**config.mk**
```make
export PLATFORM = sky130hd
export DESIGN_NAME = cam_ternary
export DESIGN_NICKNAME = d
export VERILOG_FILES = /design/src/rtl/cam_ternary.sv
export SDC_FILE = /design/constraint.sdc
export NUM_CORES = 2
export LEC_CHECK = 0
export CORE_ASPECT_RATIO = 1.75
export CORE_MARGIN = 1.5
export CORE_UTILIZATION = 50
export DETAILED_ROUTE_END_ITERATION = 12
export PLACE_DENSITY = 0.74
export SYNTH_ARGS = -nofsm -noshare
export SYNTH_HDL_FRONTEND = slang
export SYNTH_SLANG_ARGS = --single-unit
```
**constraint.sdc**
```tcl
create_clock -name clk -period 12 [get_ports clk]
set_clock_uncertainty 0.1 [all_clocks]
set_input_delay 1.2 -clock clk [delete_from_list [all_inputs] [get_ports clk]]
set_output_delay 1.2 -clock clk [all_outputs]
set_load 0.01 [all_outputs]
```
**src/rtl/cam_ternary.sv**
```systemverilog
// Parametrised ternary CAM with per-entry masks and valid bits, 1-cycle read
// and a 2-stage pipelined search (match vector, then priority encode/popcount).
module cam_ternary #(
  parameter int DATA_WIDTH = 32,
  parameter int DEPTH_LOG2 = 5
) (
  input  logic                  clk,
  input  logic                  reset,
  input  logic                  read_i,
  input  logic [DEPTH_LOG2-1:0] read_index_i,
  input  logic                  write_i,
  input  logic [DEPTH_LOG2-1:0] write_index_i,
  input  logic [DATA_WIDTH-1:0] write_data_i,
  input  logic [DATA_WIDTH-1:0] write_mask_i,
  input  logic                  invalidate_i,
  input  logic [DEPTH_LOG2-1:0] invalidate_index_i,
  input  logic                  clear_i,
  input  logic                  search_i,
  input  logic [DATA_WIDTH-1:0] search_data_i,
  output logic                  read_valid_o,
  output logic [DATA_WIDTH-1:0] read_value_o,
  output logic [DATA_WIDTH-1:0] read_mask_o,
  output logic                  read_entry_valid_o,
  output logic                  search_valid_o,
  output logic                  search_hit_o,
  output logic [DEPTH_LOG2-1:0] search_index_o,
  output logic                  search_multi_o,
  output logic [DEPTH_LOG2:0]   search_count_o
);

  localparam int DEPTH = 2 ** DEPTH_LOG2;

  logic [DATA_WIDTH-1:0] data_r [DEPTH];
  logic [DATA_WIDTH-1:0] mask_r [DEPTH];
  logic [DEPTH-1:0]      valid_r;
  logic [DEPTH-1:0]      valid_nxt_s;
  logic [DEPTH-1:0]      wr_sel_s;
  logic [DEPTH-1:0]      inv_sel_s;
  logic [DEPTH-1:0]      match_s;
  logic [DEPTH-1:0]      match_r;
  logic                  s1_valid_r;
  logic [DEPTH_LOG2:0]   count_s;
  logic [DEPTH_LOG2-1:0] index_s;

  function automatic logic [DEPTH_LOG2:0] popcount(input logic [DEPTH-1:0] vec);
    logic [DEPTH_LOG2:0] cnt;
    cnt = {(DEPTH_LOG2+1){1'b0}};
    for (int i = 0; i < DEPTH; i++) begin
      cnt = cnt + {{DEPTH_LOG2{1'b0}}, vec[i]};
    end
    return cnt;
  endfunction

  // Scanning downward lets the lowest set bit overwrite any higher one.
  function automatic logic [DEPTH_LOG2-1:0] lowest_set(input logic [DEPTH-1:0] vec);
    logic [DEPTH_LOG2-1:0] idx;
    idx = {DEPTH_LOG2{1'b0}};
    for (int i = DEPTH - 1; i >= 0; i--) begin
      idx = vec[i] ? i[DEPTH_LOG2-1:0] : idx;
    end
    return idx;
  endfunction

  // Clear beats invalidate beats write when deciding the next valid bits.
  assign wr_sel_s    = {{(DEPTH-1){1'b0}}, write_i} << write_index_i;
  assign inv_sel_s   = {{(DEPTH-1){1'b0}}, invalidate_i} << invalidate_index_i;
  assign valid_nxt_s = clear_i ? {DEPTH{1'b0}} : ((valid_r | wr_sel_s) & ~inv_sel_s);

  // Key/mask storage is deliberately left out of reset.
  always_ff @(posedge clk) begin
    if (write_i) begin
      data_r[write_index_i] <= write_data_i;
      mask_r[write_index_i] <= write_mask_i;
    end
  end

  // Valid bit register.
  always_ff @(posedge clk) begin
    if (reset) begin
      valid_r <= {DEPTH{1'b0}};
    end else begin
      valid_r <= valid_nxt_s;
    end
  end

  // Read port: samples pre-edge contents, values hold between strobes.
  always_ff @(posedge clk) begin
    if (reset) begin
      read_valid_o       <= 1'b0;
      read_value_o       <= {DATA_WIDTH{1'b0}};
      read_mask_o        <= {DATA_WIDTH{1'b0}};
      read_entry_valid_o <= 1'b0;
    end else begin
      read_valid_o <= read_i;
      if (read_i) begin
        read_value_o       <= data_r[read_index_i];
        read_mask_o        <= mask_r[read_index_i];
        read_entry_valid_o <= valid_r[read_index_i];
      end
    end
  end

  // Stage 1 compare against the current (pre-edge) array.
  always_comb begin
    match_s = {DEPTH{1'b0}};
    for (int i = 0; i < DEPTH; i++) begin
      match_s[i] = valid_r[i] &&
                   (((search_data_i ^ data_r[i]) & ~mask_r[i]) == {DATA_WIDTH{1'b0}});
    end
  end

  // Stage 1 register.
  always_ff @(posedge clk) begin
    if (reset) begin
      s1_valid_r <= 1'b0;
      match_r    <= {DEPTH{1'b0}};
    end else begin
      s1_valid_r <= search_i;
      match_r    <= match_s;
    end
  end

  assign count_s = popcount(match_r);
  assign index_s = lowest_set(match_r);

  // Stage 2 result register; results hold until the next strobe.
  always_ff @(posedge clk) begin
    if (reset) begin
      search_valid_o <= 1'b0;
      search_hit_o   <= 1'b0;
      search_index_o <= {DEPTH_LOG2{1'b0}};
      search_multi_o <= 1'b0;
      search_count_o <= {(DEPTH_LOG2+1){1'b0}};
    end else begin
      search_valid_o <= s1_valid_r;
      if (s1_valid_r) begin
        search_hit_o   <= |match_r;
        search_index_o <= index_s;
        search_multi_o <= (count_s >= {{(DEPTH_LOG2-1){1'b0}}, 2'd2});
        search_count_o <= count_s;
      end
    end
  end

endmodule

```
# After elaboration in Yosys (flattened, before gate mapping)

Memory sizes are Yosys's and may differ from the RTL's. A register that Yosys moved wholly into a read port is not among the register bits.
Index checks and enable logic that the tools add are counted.

Memories: 2
Memory bits (writable): 2,048
Register bits: 81
Logic and storage cells: 248
Output and inout port bits: 80
Input bits: 118

Memory list:

| name   | words | bits a word | rd ports | clocked after Yosys merged registers in | wr ports | line | source |
|---|---|---|---|---|---|---|---|
| data_r | 32    | 32          | 33       | 1                                       | 1        | 33   | `logic [DATA_WIDTH-1:0] data_r [DEPTH];` |
| mask_r | 32    | 32          | 33       | 1                                       | 1        | 34   | `logic [DATA_WIDTH-1:0] mask_r [DEPTH];` |

Reductions and logical operators: 66
Mux-type cells: 36
$lt $le $gt $ge: 2
Bitwise operators: 99
Shifts and indexed selects: 2
Add/subtract/negate cells: 31

Operators by type and width:

| cell                 | number |
|---|---|
| $and A32 B32 Y32     | 33 |
| $not A32 Y32         | 33 |
| $logic_not A32 Y1    | 32 |
| $xor A32 B32 Y32     | 32 |
| $mux W5              | 32 |
| $add A6 B1 Y6        | 26 |
| $shl A1 B5 Y32       | 2 |
| $logic_and A1 B1 Y1  | 32 |
| $or A32 B32 Y32      | 1 |
| $reduce_or A32 Y1    | 1 |
| $add A5 B1 Y6        | 1 |
| $ge A6 B2 Y1 const B | 1 |
| $lt A5 B6 Y1 const B | 1 |
| $add A4 B1 Y5        | 1 |
| $bmux W1 S5          | 1 |
| $add A3 B1 Y4        | 1 |
| $add A2 B1 Y3        | 1 |
| $mux W1              | 3 |
| $add A1 B1 Y2        | 1 |
| $reduce_or A2 Y1     | 1 |

# Longest topological paths before layout

Word-level depth: 32
Gate-level depth with buffers: 18
Depth with buffers taken out: 18

# Worst setup path after synthesis

Ideal clock, no wire load.

Kind: input-to-reg
Start: input port write_index_i[1]
End: register valid_r[0]
Data arrival time: 5.071 ns
Stages on the path: 5
Setup time: 0.078 ns
Path slack: 6.751 ns
Data required time: 11.822 ns
Path buffers: 1
Cell sequence: or3b_2 -> clkbuf_1 -> nor2_1 -> o32ai_1 -> nor2_1

Longest elaborated chain between the ends: 3

RTL lines:

| element              | line | source |
|---|---|---|
| from (decl)          | 12   | `input logic [DEPTH_LOG2-1:0] write_index_i,` |
| $shl A1 B5 Y32       | 65   | `assign wr_sel_s = {{(DEPTH-1){1'b0}}, write_i} << write_index_i;` |
| $or A32 B32 Y32      | 67   | `assign valid_nxt_s = clear_i ? {DEPTH{1'b0}} : ((valid_r \| wr_sel_s) & ~inv_sel_s);` |
| $and A32 B32 Y32     | 67   |  |
| to (signal assigned) | 80   | `valid_r <= {DEPTH{1'b0}};` |
| to (signal assigned) | 82   | `valid_r <= valid_nxt_s;` |
| to (decl)            | 35   | `logic [DEPTH-1:0] valid_r;` |

No other way between the ends.
A chain may end at the register's enable or synchronous reset.

# Final worst setup path

Start: register match_r[23]
End: register search_multi_o

Longest elaborated chain between the ends: 10

RTL lines:

| element                     | line | source |
|---|---|---|
| from (decl)                 | 40   | `logic [DEPTH-1:0] match_r;` |
| from (signal assigned)      | 116  | `match_r <= {DEPTH{1'b0}};` |
| from (signal assigned)      | 119  | `match_r <= match_s;` |
| $add A6 B1 Y6 (9 in series) | 49   | `cnt = cnt + {{DEPTH_LOG2{1'b0}}, vec[i]};` |
| $ge A6 B2 Y1                | 139  | `search_multi_o <= (count_s >= {{(DEPTH_LOG2-1){1'b0}}, 2'd2});` |
| to (signal assigned)        | 139  |  |
| to (decl)                   | 27   | `output logic search_multi_o,` |

No other way between the ends.

==> out/results.ini <==
[floorplanning]
core-area_um2 = 196000
die_y_um = 590
die_w_um = 338
start_util = 0.503
pin_count = 198
rows = 215
die_area_um2 = 200000

[global_route]
grt_pass1_wl_mm = 473
antenna_found_initial = 31
grt_pass1_vias = 60699
overflow = 0
grt_max_degree = 145
grt_usage = 0.343

[run]
maxCapViolations = 0

[setup_path]
crit_path_end_kind = register
required_ns = 12.60
critPathKind = reg -> reg
arrival_ns = 5.97
crit_fanout = 4
startpoint_type = register

[timing]
slew_violations = 0
fin_tns_setup_ns = 0
final-hold-violation-count = 0
fin_crit_sh = 0.447
slew_headroom = 0.00753
rsz0062_at_grt = no
setup_viol = 0
final.min_clock_period_ns = 5.37
worst_slew_pin_slew_ns = 1.48
fmax_mhz = 186

[route]
drt_iter0_markers = 8436
antenna_left = 0
first_pass_iters = 6
drt-wirelength-per-cell_um = 39.1
viasPerCell = 6.78
routed_wirelength_mm = 347
vias = 60173
route.detailed.drc = 0

[logic_synthesis]
synth_cell_types = 56
yosys_warnings = 0
synth-async-reset-ratio = 0
avgSynthCellArea_um2 = 16.5
synth_edf_count = 2048
ys_ff_latch = 2193
syn-num-nets = 6098
synth-seq-area-share = 0.654
syn_area_um2 = 98400
ys.flop_type = edfxtp_1
synthCells = 5948

[finish]
final_core_util = 0.559
area_growth_syn_to_layout_pct = 11.1
drive_above_1_share = 0.183
finalNonFillerCells = 8874
nNetsFinal = 6258
final_cell_mix = edfxtp_1 (2048), xnor2_1 (1026), o22ai_1 (526), mux4_2 (390), nor2_1 (328)
final_area_um2 = 109000
mostFrequentLayoutCell = edfxtp_1

[placed_design]
post-place-cells = 8516
dpl_cell_area_um2 = 103000
routabilityCongestion = 1.02
hpwl_mm = 237
port_buffers = 197

[clocking]
tritoncts = built
cts_setup_buffers = 0
cts-root-buf = clkbuf_16
cts_inserted_buffers = 194
cts_hold_buf = 0
cts.sinks = 2193
clk_pin_slew_ns = 0.06
post_cts_resized = 0
cts_buffer_depth = 4
htreeDepth = 4
insertion_delay_ns = 0.87

[pwr]
leakage_uw = 0.0333
irDropWorstVdd_uv = 112
power.density_nw_per_um2 = 149

[outcome]
outcome = finished clean

[min_path]
hold_class = reg -> reg

==> cells in the mapped netlist, types with 4 or more instances <==
cell	number	share of area
dfxtp_1	145	0.029
nand3_1	9	0.00046
o22a_1	32	0.0028
o21ai_0	9	0.00046
o211ai_1	67	0.0051
nor2b_1	9	0.00057
a221oi_2	62	0.0095
o221a_2	12	0.0014
a2111oi_1	7	0.00071
buf_2	103	0.0052
a2111oi_2	58	0.0088
a21oi_1	11	0.00056
nand3b_1	9	0.00069
nor4_1	9	0.00057
mux4_2	390	0.089
fa_1	24	0.0049
buf_1	56	0.0021
mux2_2	130	0.015
o2111ai_1	64	0.0057
o32ai_1	4	0.00036
mux2i_1	199	0.020
nor3_1	45	0.0023
o22ai_1	526	0.033
xnor2_1	1026	0.091
clkbuf_1	161	0.0061
a211oi_1	66	0.0050
nand2_1	77	0.0029
buf_4	18	0.0014
a22oi_1	65	0.0050
or3_1	6	0.00038
buf_6	18	0.0021
or2_2	5	0.00032
ha_1	8	0.0010
edfxtp_1	2048	0.62
nand4_1	34	0.0022
nor2_1	361	0.014
inv_1	39	0.0015
nand2b_1	10	0.00064
==> report_power, final <==
part           switching (uW)  total (uW)  internal, uW
logic                     917        1420           499
registers                85.6        8550          8460
clock network            2840        6390          3550
total                    3840       16400         12500
==> critical path: stages, from the launching register on <==
cell,delay (ns)
dfxtp_1,0.37
inv_1,0.09
fa_1,0.50
fa_1,0.52
inv_1,0.05
fa_1,0.47
inv_1,0.05
fa_1,0.52
fa_1,0.43
fa_1,0.50
inv_1,0.04
ha_1,0.18
inv_1,0.08
fa_1,0.22
nor2b_1,0.06
o21a_1,0.17
or3_1,0.32
a2111oi_0,0.42
a211oi_1,0.13
==> logic make-up (layout without fill, tap and decap cells) <==
group | Yosys count | in the layout | share of synthesized area
muxes | 719 | 719 | 0.124
other | 0 | 8 | 0
DFF | 2193 | 2193 | 0.654
and+or+nand+nor | 579 | 579 | 0.0252
xor gates and xnor gates | 1026 | 1026 | 0.0913
adders and majority gates | 32 | 32 | 0.00590
AOI/OAI and AO/OA | 1002 | 1002 | 0.0805
buffers and inverters | 397 | 711 | 0.0186
==> layer usage <==
layer / vias to the layer above / GRT usage / routed length, um
met5: - / 0 / 202
met4: 32 / 0.323 / 40700
met3: 1160 / 0.0656 / 34900
met2: 4211 / 0.560 / 166000
met1: 30783 / 0.376 / 106000
li1: 23987 / - / -
==> path summary, 6_finish.rpt <==
path / startpoint / to / slack, ns / cells after the start
hold reg to reg: search_index_o[4] / search_index_o[4] / 0.38 / 2
setup / recovery: match_r[23] / search_multi_o / 6.63 / 18
setup reg to reg: match_r[23] / search_multi_o / 6.63 / 18
hold / removal: search_index_o[4] / search_index_o[4] / 0.38 / 2
==> per-stage QoR <==
stage          setup WS [ns]  hold WS (ns)  total power, uW
5_1_grt                 6.42         0.411            16600
3_3_place_gp            6.28         0.357            10100
2_1_floorplan           6.75         0.365             9450
4_1_cts                 6.64         0.377            16300
3_5_place_dp            6.21         0.367            10100
6_report                6.63         0.377            16400
==> flip-flops by register name (all words and copies together) (netlist names), 5 cells and up <==
name and count:
read_value_o 32, match_r 32, data_r 1024, search_index_o 5, mask_r 1024, search_count_o 6
valid_r 32, read_mask_o 32
==> final cells by class <==
cell class                 instances  area (um^2)
clock buffer                     266         5370
sequential                      2193        64400
clock inverter                    84          926
multi-input combinational       3358        32500
fill                           15030        86400
antenna                            8         20.0
tap                             2604         3260
inverter                          39          146
timing repair buffer             322         2780
No activity file was read; power rests on OpenSTA's default activity.
==> variant (same settings) <==
Change the parameter `DEPTH_LOG2` from 5 to 4.
--- a/src/rtl/cam_ternary.sv
+++ b/src/rtl/cam_ternary.sv
@@ -2,7 +2,7 @@
 // and a 2-stage pipelined search (match vector, then priority encode/popcount).
 module cam_ternary #(
   parameter int DATA_WIDTH = 32,
-  parameter int DEPTH_LOG2 = 5
+  parameter int DEPTH_LOG2 = 4
 ) (
   input  logic                  clk,
   input  logic                  reset,
Interface: changed (5 resized); port bits go from 198 to 193. The function was not compared with the original's and may differ.
==> variant against the unedited design <==
Global-route usage is 1.3 points lower; total power is 48% lower; worst setup slack better by 1.1 ns; area after synthesis is 49% lower; final area is 48% lower; count of clock-buffer cells in the layout is 130 lower; wire length is 52% lower; utilization is 1.1 points higher; non-clock buffer count is 85 lower; hold slack better by 0.0044 ns; fmax is 24% higher; first-iteration DRC count is 50% lower; sequential cell count is 1058 lower; critical path type is now in -> reg; largest power group unchanged.
==> variant: results (changes against the unedited design) <==
* Outcome: completed
* Clock buffers created by TritonCTS at 99 (-49%)
* Clock tree buffer depth at 3 (-1)
* CP top delay family: buffers and inverters
* Multi-input comb cells at 1575 (-53%)
* Area fraction in compound gates after synthesis at 0.0812 (+0.000720)
* Number of enable-type register cells in the synthesized netlist at 1024 (-50%)
* Critical-path top delay cell: sky130_fd_sc_hd__buf_4
* Post-route standard cell area excluding fillers at 56600 um2 (-48%)
* Placed instance count at 4290 (-50%)
* Inverters at 26 (-33%)
* Fraction of area in clock buffers and inverters at 0.0576 (about the same)
* Startpoint of the lowest-slack hold path: read_mask_o[24]
* Hold Slack at 0.381 ns (+0.00440 ns)
* Data buffer area share at 0.0402 (+0.0147)
* Fraction of area in multi-input gates at 0.289 (-0.00820)
* Average footprint of a synthesized cell at 17.2 um2 (+4.1%)
* Unique cell type count in the Yosys netlist at 45 (-20%)
* Transition time at the pin with the least slew margin at 1.25 ns (-0.238 ns)
* Insertion delay of the later-clocked pin in the worst-skew pair at 0.73 ns (-0.14 ns)
* Maximum cell stage delay along the critical path at 0.77 ns (+0.25 ns)
* Number of global-route vias before repair at 30600 (-50%)
* Top cells by area in the synthesized netlist: sky130_fd_sc_hd__edfxtp_1 (61%), sky130_fd_sc_hd__mux4_2 (10%), sky130_fd_sc_hd__xnor2_1 (9.0%)
* Final weighted congestion in routability-driven placement at 1.00 (-2.1%)
* Arrival time of data at the critical path endpoint at 4.76 ns (-1.21 ns)
* Worst-case setup slack after placement at 6.94 ns (+0.725 ns)
* Total number of vias at 29900 (-50%)
* Register area share after synthesis at 0.657 (+0.00317)
* Global routing usage on met2 at 0.551 (-0.00957)
* Clock buffer cells at 136 (-49%)
* HPWL Detailed at 116 mm (-51%)
* Reg2Reg Depth at 12 (-6)
* List of most frequent post-synthesis cells: sky130_fd_sc_hd__edfxtp_1 (1024), sky130_fd_sc_hd__xnor2_1 (514), sky130_fd_sc_hd__o22ai_1 (290)
* Net Count, Synth at 3043 (-50%)
* Fraction of synthesized area in multiplexers at 0.120 (-0.00454)
* Number of design-rule violations left by the first detailed-router iteration at 4230 (-50%)
* Number of port buffers at 192 (-2.5%)
* Post-synthesis adder-cell area fraction at 0.00549 (-0.000409)
* Number of nets in the finished design at 3205 (-49%)
* Post-Synth XOR/XNOR Area at 0.0898 (-0.00153)
* Global-route wire length before repair at 235 mm (-50%)
* Number of antenna violations at the first check in global routing at 20 (-35%)
* Endpoint, Worst Hold: read_mask_o[24]
* Max Fanout on Critical Path at 125 (+121)
## variant: where the power goes
part / internal (mW) / switching, mW / leakage (nW)
clock: 1.79 / 1.48 / 1.58
combinational: 0.314 / 0.470 / 5.48
sequential: 4.40 / 0.0676 / 10.2
## variant: worst max path at each step
| stage | start | to | slack [ns] | cells past startpoint |
|---|---|---|---|---|
| after CTS | read_index_i[0] | read_value_o[19] | 7.68 | 7 |
| final | read_index_i[0] | read_value_o[2] | 7.68 | 7 |
| after floorplan | write_index_i[0] | valid_r[0] | 5.09 | 3 |
| after global routing | read_index_i[0] | read_mask_o[1] | 7.35 | 7 |
| after detailed placement | read_index_i[0] | read_value_o[10] | 6.94 | 7 |
| after global placement | read_index_i[0] | read_mask_o[0] | 7.01 | 7 |
## variant: layer usage
metal | share of wire | vias up
met1 | 0.32 | 15300
met4 | 0.090 | 18
met3 | 0.090 | 452
met5 | 0.00063 | -
met2 | 0.50 | 2054
li1 | - | 12100
